<file path="src/rtl/pipe_pkg.sv">
// Shared types for the ALU pipeline read-back path: default widths, reader FSM states
// and the buffered read entry layout used by RTL and pipeline benches alike.
package pipe_pkg;
  localparam int PIPE_N   = 16;
  localparam int PIPE_ADR = 8;

  typedef enum logic [1:0] {IDLE, RUN, DRAIN, DONE} state_e;

  typedef struct packed {
    logic [PIPE_N-1:0]   data;
    logic [PIPE_ADR-1:0] addr;
    logic                last;
  } rd_entry_t;
endpackage

</file>
<file path="src/rtl/pipe_skid_fifo.sv">
// Two-entry FIFO with simultaneous push/pop; head is presented combinationally.
module pipe_skid_fifo #(
  parameter int W = 8
) (
  input  logic         clk,
  input  logic         rst_n,
  input  logic         push,
  input  logic [W-1:0] push_data,
  input  logic         pop,
  output logic         valid,
  output logic [W-1:0] head,
  output logic [1:0]   occ
);
  logic [1:0][W-1:0] mem_q, mem_d;
  logic              wr_q, wr_d, rd_q, rd_d;
  logic [1:0]        cnt_q, cnt_d;
  logic              do_pop;

  assign valid  = (cnt_q != 2'd0);
  assign head   = mem_q[rd_q];
  assign occ    = cnt_q;
  assign do_pop = pop && valid;

  always_comb begin
    mem_d = mem_q;
    wr_d  = wr_q;
    rd_d  = rd_q;
    if (push) begin
      mem_d[wr_q] = push_data;
      wr_d        = ~wr_q;
    end
    if (do_pop) rd_d = ~rd_q;
    cnt_d = cnt_q + 2'(push) - 2'(do_pop);
  end

  always_ff @(posedge clk or negedge rst_n) begin
    if (!rst_n) begin
      mem_q <= '0;
      wr_q  <= 1'b0;
      rd_q  <= 1'b0;
      cnt_q <= 2'd0;
    end else begin
      mem_q <= mem_d;
      wr_q  <= wr_d;
      rd_q  <= rd_d;
      cnt_q <= cnt_d;
    end
  end

  // Callers must never push into a full buffer unless the head leaves in the same cycle.
  always_ff @(posedge clk) begin
    if (rst_n) assert (!(push && !do_pop && cnt_q == 2'd2));
  end
endmodule

</file>
<file path="src/rtl/pipe_mem_reader.sv">
// Burst read-back engine: reads COUNT words from BASE upward out of the result memory
// and streams {data, addr, last} on a valid/ready port through a 2-entry buffer.
module pipe_mem_reader
  import pipe_pkg::*;
#(
  parameter int N   = PIPE_N,
  parameter int ADR = PIPE_ADR
) (
  input  logic           clk,
  input  logic           rst_n,
  input  logic           start,
  input  logic [ADR-1:0] base_addr,
  input  logic [ADR:0]   count,
  output logic           mem_rd_en,
  output logic [ADR-1:0] mem_rd_addr,
  input  logic [N-1:0]   mem_rd_data,
  output logic           out_valid,
  input  logic           out_ready,
  output logic [N-1:0]   out_data,
  output logic [ADR-1:0] out_addr,
  output logic           out_last,
  output logic           busy,
  output logic           done
);
  localparam int EW = N + ADR + 1;

  state_e         state_q, state_d;
  logic [ADR-1:0] addr_q, addr_d, pend_addr_q, pend_addr_d;
  logic [ADR:0]   count_q, count_d, issued_q, issued_d;
  logic           pend_q, pend_d, pend_last_q, pend_last_d;
  logic           busy_q, busy_d, done_q, done_d;
  logic           pop;
  logic [1:0]     occ;
  logic [2:0]     slots;
  logic [EW-1:0]  head;

  pipe_skid_fifo #(.W(EW)) u_fifo (
    .clk       (clk),
    .rst_n     (rst_n),
    .push      (pend_q),
    .push_data ({mem_rd_data, pend_addr_q, pend_last_q}),
    .pop       (pop),
    .valid     (out_valid),
    .head      (head),
    .occ       (occ)
  );

  assign {out_data, out_addr, out_last} = head;
  assign pop         = out_valid && out_ready;
  // Counting this cycle's pop as a freed slot keeps one word per cycle with ready held high.
  assign slots       = 3'(occ) + 3'(pend_q) - 3'(pop);
  assign mem_rd_en   = (state_q == RUN) && (slots < 3'd2);
  assign mem_rd_addr = addr_q;
  assign busy        = busy_q;
  assign done        = done_q;

  always_comb begin
    state_d     = state_q;
    addr_d      = addr_q;
    count_d     = count_q;
    issued_d    = issued_q;
    busy_d      = busy_q;
    done_d      = 1'b0;
    pend_d      = mem_rd_en;
    pend_addr_d = addr_q;
    pend_last_d = (issued_q + 1'b1 == count_q);
    case (state_q)
      IDLE: if (start) begin
        addr_d   = base_addr;
        count_d  = count;
        issued_d = '0;
        if (count == '0) begin
          state_d = DONE;
          done_d  = 1'b1;
        end else begin
          state_d = RUN;
          busy_d  = 1'b1;
        end
      end
      RUN: if (mem_rd_en) begin
        addr_d   = addr_q + 1'b1;
        issued_d = issued_q + 1'b1;
        if (issued_q + 1'b1 == count_q) state_d = DRAIN;
      end
      DRAIN: if (pop && out_last) begin
        state_d = DONE;
        busy_d  = 1'b0;
        done_d  = 1'b1;
      end
      DONE:    state_d = IDLE;
      default: state_d = IDLE;
    endcase
  end

  always_ff @(posedge clk or negedge rst_n) begin
    if (!rst_n) begin
      state_q     <= IDLE;
      addr_q      <= '0;
      count_q     <= '0;
      issued_q    <= '0;
      busy_q      <= 1'b0;
      done_q      <= 1'b0;
      pend_q      <= 1'b0;
      pend_addr_q <= '0;
      pend_last_q <= 1'b0;
    end else begin
      state_q     <= state_d;
      addr_q      <= addr_d;
      count_q     <= count_d;
      issued_q    <= issued_d;
      busy_q      <= busy_d;
      done_q      <= done_d;
      pend_q      <= pend_d;
      pend_addr_q <= pend_addr_d;
      pend_last_q <= pend_last_d;
    end
  end
endmodule

</file>
<file path="config.mk">
export PLATFORM = sky130hd
export DESIGN_NAME = pipe_mem_reader
export DESIGN_NICKNAME = d
export VERILOG_FILES = /design/src/rtl/pipe_pkg.sv /design/src/rtl/pipe_skid_fifo.sv /design/src/rtl/pipe_mem_reader.sv
export SDC_FILE = /design/constraint.sdc
export NUM_CORES = 1
export LEC_CHECK = 0
export ABC_AREA = 1
export CAP_MARGIN = 5
export CORE_AREA = 2 2 138 140
export DETAILED_ROUTE_END_ITERATION = 8
export DIE_AREA = 0 0 140 142
export SLEW_MARGIN = 20
export SYNTH_ARGS = -nofsm -noshare
export SYNTH_HDL_FRONTEND = slang
export SYNTH_SLANG_ARGS = --single-unit
</file>
<file path="constraint.sdc">
create_clock -name clk -period 3.1 [get_ports clk]
set_input_delay 0.62 -clock clk [delete_from_list [all_inputs] [get_ports clk]]
set_output_delay 0.62 -clock clk [all_outputs]
set_load 0.02 [all_outputs]
</file>
==> flow_summary.yaml, run 1 <==
sta:
  min_period_ns: 3.026
  worstMarginPinSlew_ns: 0.8657
  slew_violations: 0
  hold_viol: 0
  slew_headroom: 0.4228
  max_freq_mhz: 330.5
  setup_violations: 0
  fin_ws_ns: 0.07417
  skew_ns: 0.004314
  fin_crit_sh: 0.9761
drt:
  drt_iter0_drc: 228
  remaining_drc_errors: 8
  ant_nets: 0
  route.detailed.wl_per_inst_um: 12.45
  drt-vias-per-instance: 4.210
  dr.pass1.iters: 6
  vias: 3781
  routed_wirelength_um: 11180
finish:
  nFillCells: 1910
  area_growth_pct: 36.51
  finalNetCount: 705
  n_antenna_cell: 0
  final_area_um2: 6142
  drive_gt1_frac: 0.1521
floorplan:
  ios: 74
  start_util: 0.2438
  die_x_um: 140
  row_count: 50
  fp.dieArea_um2: 19880
  dieHeight_um: 142
  core-area_um2: 18460
place:
  gp_congestion: 0.8221
  dpl_cell_area_um2: 5538
  pre_cts_ws_ns: -0.7594
  dpl.hpwl_um: 7413
  numPortBuffers: 73
global_routing:
  grt_first_pass_wirelength_um: 18890
  grt_max_degree: 60
  antenna_found_initial: 0
  grtUsageTotal: 0.1191
  grt_overflow: 0
  grt_pass1_vias: 3752
critical_path:
  critical-path-top-delay-family: "buffers and inverters"
  worst_path_most_repeated_cell: "buf_4"
  crit_fanout: 2
  crit_slowest_cell: "dlygate4sd2_1"
  cp_num_buf_inv: 16
  end_kind: "register"
  critPathRequiredTime_ns: 3.33
  rr_worst_depth: 22
  crit_type: "in -> reg"
  cpPeakStageDelay_ns: 0.24
  start_kind: "primary input"
  cp_num_cells: 21
  critPathArrivalTime_ns: 3.26
  worstPathCellList: "dlygate4sd2_1, nand2_4, buf_4, buf_4, buf_4, buf_4, buf_4, buf_4, buf_4, buf_4, buf_4, buf_4, buf_4, buf_4, buf_4, inv_4, ha_1, inv_1, ha_2, xnor2_2, xor2_2"
logic_synthesis:
  synth_fp_nets: 593
  synthesis.area_um2: 4499
  synth_area_leaders: "dfrtp_1, nand2_1, o21ai_0"
  synth.yosys.seq_area_share: 0.5228
  yosys.area.top_type_share: 0.5228
  synthCells: 547
  async_reset_ff_frac: 1.000
  synth_enable_flop_cells: 0
  yosys_warnings: 0
  avgSynthCellArea_um2: 8.225
  yosysTopAreaCell: "dfrtp_1"
  yosys.cell_types.count: 37
  synth.ff_latch_count: 94
  synth_top_flop_cell: "dfrtp_1"
clock_network:
  clk_latency_ns: 0.34
  cts_buffer_depth: 2
  cts_made_buffers: 9
  cts-hold-fix-buffers: 0
  clkTransAtPathRegs_ns: 0.06
  clockRootBuffer: "clkbuf_16"
  htreeDepth: 3
  cts_tree: "done"
  cts.sinks: 94
status:
  status: "finished, violations left"
  violations: "DRC"
pwr:
  ir_drop_mv: 0.4505
  p_leak_nw: 2.993
  power_density_nw_per_um2: 1059
flow_run:
  cap_violations: 0
hold_path:
  hold_path_class: "in -> async"
[metal layers]
layer	up-vias	GRT usage	wire length, um
met5	-	0	0
met4	0	0.03828	164
met3	13	0.03466	594
met2	100	0.1898	5015
met1	1719	0.1567	5410
li1	1949	-	-
[kinds of logic (layout without fill, tap and decap cells)]
kind of cell / count (synthesis) / count (layout) / synth area share
buffers and inverters: 84 / 201 / 0.07397
xor gates and xnor gates: 10 / 10 / 0.01947
and+or+nand+nor: 252 / 252 / 0.2358
AOI/OAI and AO/OA: 96 / 96 / 0.1162
adders and majority gates: 9 / 9 / 0.02670
DFF: 94 / 94 / 0.5228
muxes: 2 / 2 / 0.005005
[final timing paths]
| check | from | endpoint | slack (ns) |
|---|---|---|---|
| max in group asynchronous | rst_n | count_q[8]$_DFFE_PN0P_ | 2.07 |
| min in group clk | mem_rd_addr[5]$_DFFE_PN0P_ | pend_addr_q[5]$_DFF_PN0_ | 0.45 |
| worst min-delay path | rst_n | u_fifo.mem_q[39]$_DFFE_PN0P_ | 0.35 |
| worst min register to register | mem_rd_addr[5]$_DFFE_PN0P_ | pend_addr_q[5]$_DFF_PN0_ | 0.45 |
| worst max-delay path | out_ready | u_fifo.occ[1]$_DFF_PN0_ | 0.07 |
| worst max register to register | u_fifo.occ[1]$_DFF_PN0_ | u_fifo.occ[1]$_DFF_PN0_ | 0.09 |
[registers in the layout, indices dropped and copies added (netlist names)]
register,flops
u_fifo.mem_q,50
count_q,9
issued_q,9
mem_rd_addr,8
pend_addr_q,8
state_q,2
u_fifo.occ,2
busy,1
done,1
pend_last_q,1
pend_q,1
u_fifo.rd_q,1
u_fifo.wr_q,1
[per-stage QoR]
| stage | hold slack (ns) | TNS [ns] | util | instances | power [W] |
|---|---|---|---|---|---|
| detailed placement | 0.4441 | -0.9767 | 0.3001 | 847 | 0.005070 |
| CTS | 0.3842 | -0.01133 | 0.3309 | 898 | 0.006509 |
| finish | 0.3533 | 0 | 0.3328 | 898 | 0.006503 |
| floorplan | 0.3244 | 0 | - | 547 | 0.003881 |
| global placement | 0.4468 | -0.9228 | 0.3001 | 847 | 0.005018 |
| global route | 0.4111 | -0.02597 | 0.3328 | 898 | 0.007062 |
[cell type report]
type / instances / area [um2] / share of cell area
Multi-Input combinational cell: 369 / 1869 / 0.3043
Tap cell: 234 / 292.8 / 0.04767
Clock inverter: 4 / 47.55 / 0.007741
Sequential cell: 94 / 2352 / 0.3830
Inverter: 64 / 242.7 / 0.03952
Clock buffer: 12 / 236.5 / 0.03850
Timing Repair Buffer: 121 / 1101 / 0.1793
[power breakdown]
part	leakage, nW	internal, W	switching, W
Sequential	1.16	0.00176	0.000328
Clock	0.137	0.000624	0.000462
Combinational	1.70	0.00152	0.00181
[layout by cell type, fill, tap and decap left out, types with 6 or more instances in the layout]
| master | n |
|---|---|
| nand2_1 | 188 |
| dfrtp_1 | 94 |
| clkdlybuf4s50_1 | 70 |
| o21ai_0 | 66 |
| inv_1 | 58 |
| buf_4 | 48 |
| nand3_1 | 19 |
| nor2_1 | 13 |
| nand2_2 | 11 |
| a21oi_1 | 10 |
| clkbuf_16 | 9 |
| ha_1 | 7 |
| o22ai_1 | 6 |
| xor2_1 | 6 |
[synthesized netlist by cell type (3+ instances only)]
library cell and n:
nand2_1 191, dfrtp_1 94, o21ai_0 66, inv_1 61, nand3_1 19, clkbuf_1 16, nor2_1 14, a21oi_1 10
nand2_2 10, ha_1 8, xor2_1 7, o22ai_1 6, a22oi_1 3, nand4_1 3, nor2_4 3, or2_2 3
xnor2_1 3
[what timing repair did]
| item | in CTS | in global routing |
|---|---|---|
| endpoints found under the setup margin | 1 | 5 |
| setup buffers | 35 | 2 |
| pin swaps | 8 | 6 |
| gates resized for setup | 13 | 11 |
(Power assumes the default switching activity.)
==> inputs of run 2 (changes only) <==
--- a/config.mk
+++ b/config.mk
@@ -5,11 +5,10 @@
 export SDC_FILE = /design/constraint.sdc
 export NUM_CORES = 1
 export LEC_CHECK = 0
-export ABC_AREA = 1
 export CAP_MARGIN = 5
-export CORE_AREA = 2 2 138 140
+export CORE_AREA = 2 2 152 125
 export DETAILED_ROUTE_END_ITERATION = 8
-export DIE_AREA = 0 0 140 142
+export DIE_AREA = 0 0 154 127
 export SLEW_MARGIN = 20
 export SYNTH_ARGS = -nofsm -noshare
 export SYNTH_HDL_FRONTEND = slang
==> flow_summary.yaml, run 2 <==
sta:
  skew_ns: 0.007222
  slew_violations: 0
  worstMarginPinSlew_ns: 0.6593
  rsz0062_at_grt: "no"
  fin_crit_sh: 0.9453
  hold_viol: 0
  slew_headroom: 0.5605
  min_period_ns: 2.930
  setup_violations: 0
  fin_ws_ns: 0.1697
  holdWs_ns: 0.2859
  max_freq_mhz: 341.3
pwr:
  switchingPower_w: 0.002389
  seqPwrFrac: 0.329
  switching_share: 0.3617
  power_density_nw_per_um2: 1128
  p_leak_nw: 2.432
  ir_drop_mv: 0.4690
  pwr-share-comb: 0.499
  clockPowerShare: 0.173
  power.internal_w: 0.004217
critical_path:
  rr_worst_depth: 10
  r2r-start: "u_fifo.occ[0]$_DFF_PN0_"
  worstPathCellList: "o21a_1, ha_1, nand2b_4, fa_2, xnor2_2, nand2_1, nor2_2, buf_6"
  crit_fanout: 4
  crit_slowest_cell: "dfrtp_1"
  reg2reg_slack_ns: 0.26
  cpPeakStageDelay_ns: 0.41
  cp_num_buf_inv: 1
  critPathArrivalTime_ns: 2.31
  critical-path-top-delay-family: "adder cells"
  crit_type: "reg -> out"
  timing.rr.end: "state_q[1]$_DFFE_PN0P_"
  end_kind: "output pin"
  critPathRequiredTime_ns: 2.48
  start_kind: "register"
place:
  dp_cells: 660
  numPortBuffers: 73
  gp_congestion: 0.7646
  pre_cts_ws_ns: -0.5100
  dpl.hpwl_um: 6705
flow_run:
  cap_violations: 0
drt:
  route.detailed.wl_per_inst_um: 14.28
  vias: 3053
  ant_nets: 0
  drt-vias-per-instance: 4.516
  dr.pass1.iters: 4
  routed_wirelength_um: 9655
  remaining_drc_errors: 0
  drt_iter0_drc: 118
logic_synthesis:
  synth.ff_latch_count: 94
  synth.yosys.seq_area_share: 0.5309
  synthMostInstantiatedCell: "dfrtp_1"
  synthesis.area_um2: 4430
  yosys.cell_types.count: 43
  yosys.area.top_type_share: 0.5309
  synth_top_flop_cell: "dfrtp_1"
  yosysTopAreaCell: "dfrtp_1"
  avgSynthCellArea_um2: 12.38
  yosys_warnings: 0
  async_reset_ff_frac: 1.000
  synthCells: 358
  synth_commonest_cells: "dfrtp_1, mux2_2, o21ai_0"
  synth_enable_flop_cells: 0
  synth_fp_nets: 404
  synth_area_leaders: "dfrtp_1, mux2_2, ha_1"
floorplan:
  start_util: 0.2476
  fp.dieArea_um2: 19560
  die_x_um: 154
  row_count: 44
  dieHeight_um: 127
  ios: 74
  core-area_um2: 17890
finish:
  largest_reg_flops: 50
  area_growth_pct: 32.17
  final_core_util: 0.3273
  drive_gt1_frac: 0.2960
  mostFrequentLayoutCells: "dfrtp_1, mux2_2, clkdlybuf4s50_1, o21ai_0, nor2_1"
  reg_top3: "u_fifo.mem_q: 50 flops, count_q: 9 flops, issued_q: 9 flops"
  final_common_cell: "dfrtp_1"
  finalNonFillerCells: 676
  n_antenna_cell: 0
  finalNetCount: 487
  nFillCells: 1770
  top_register: "u_fifo.mem_q"
hold_path:
  hold_path_class: "in -> async"
clock_network:
  htreeDepth: 3
  cts_made_buffers: 9
  cts-hold-fix-buffers: 0
  cts_tree: "done"
  clkTransAtPathRegs_ns: 0.07
  post_cts_buffers: 0
  cts_buffer_depth: 2
  clk_latency_ns: 0.35
  clockRootBuffer: "clkbuf_16"
  cts.sinks: 94
global_routing:
  grt_max_degree: 49
  grt_first_pass_wirelength_um: 16180
  antenna_found_initial: 0
  grt_pass1_vias: 3131
  grtUsageTotal: 0.1043
  grt_overflow: 0
status:
  status: "complete, no violations"
-- run 2: cell types whose count changed after synthesis, sizes merged, moves of 5 or more --
cell / before / now
clkbuf: 16 / 11
mux2: 2 / 85
inv: 63 / 10
nand2: 201 / 14
xnor2: 3 / 10
nand3: 21 / 11
and3: 0 / 11
o21ai: 69 / 18
-- run 2: power groups by stage --
stage	Clock (W)	Combinational, W	Sequential (W)
after detailed placement	0	0.00329	0.00220
after CTS	0.00120	0.00331	0.00218
after floorplan	0	0.00204	0.00213
after global placement	0	0.00320	0.00216
after global routing	0.00124	0.00357	0.00226
final	0.00114	0.00329	0.00217
-- run 2: how the worst max path moves through the flow --
stage | startpoint | to | slack, ns | cells after the start
3_3_place_gp | out_ready | mem_rd_en | -0.45 | 9
3_5_place_dp | out_ready | mem_rd_en | -0.51 | 9
2_1_floorplan | out_ready | issued_q[6]$_DFFE_PN0P_ | 0.20 | 10
6_report | u_fifo.occ[0]$_DFF_PN0_ | mem_rd_en | 0.17 | 8
4_1_cts | out_ready | mem_rd_en | 0.01 | 9
5_1_grt | u_fifo.occ[0]$_DFF_PN0_ | mem_rd_en | 0.04 | 8
-- run 2: per-stage QoR --
stage,TNS (ns),total power [W],area [um2]
6_report,0,0.006606,5856
5_1_grt,0,0.007069,5856
4_1_cts,0,0.006680,5834
3_5_place_dp,-4.568,0.005491,5525
3_3_place_gp,-3.142,0.005356,5525
2_1_floorplan,0,0.004173,4431
-- run 2: routing by layer --
| metal | track usage | wire length [um] |
|---|---|---|
| met3 | 0.03189 | 497 |
| met2 | 0.1728 | 4617 |
| met1 | 0.1318 | 4415 |
| met5 | 0 | 0 |
| met4 | 0.03134 | 125 |
-- run 2: timing repair --
item / CTS / global route
resized for setup: 7 / 4
endpoints found under the setup margin: 1 / 3
pin swaps: 0 / 4
-- run 2: cell type report --
class / instances / area, um2 / share of cell area
sequential: 94 / 2352 / 0.4017
clock inverter: 7 / 81.33 / 0.01389
timing repair buffer: 88 / 869.6 / 0.1485
clock buffer: 9 / 225.2 / 0.03846
tap: 230 / 287.8 / 0.04915
multi-input combinational: 238 / 2002 / 0.3419
inverter: 10 / 37.54 / 0.006410
-- run 2: kinds of logic after synthesis --
kind of cell	share of synthesized area
AND/OR/NAND/NOR	0.09178
buffers and inverters	0.02344
XOR/XNOR	0.03163
flip-flops	0.5309
adder cells (fa/ha/maj)	0.02711
AO/OA/AOI/OAI	0.07230
multiplexers	0.2228
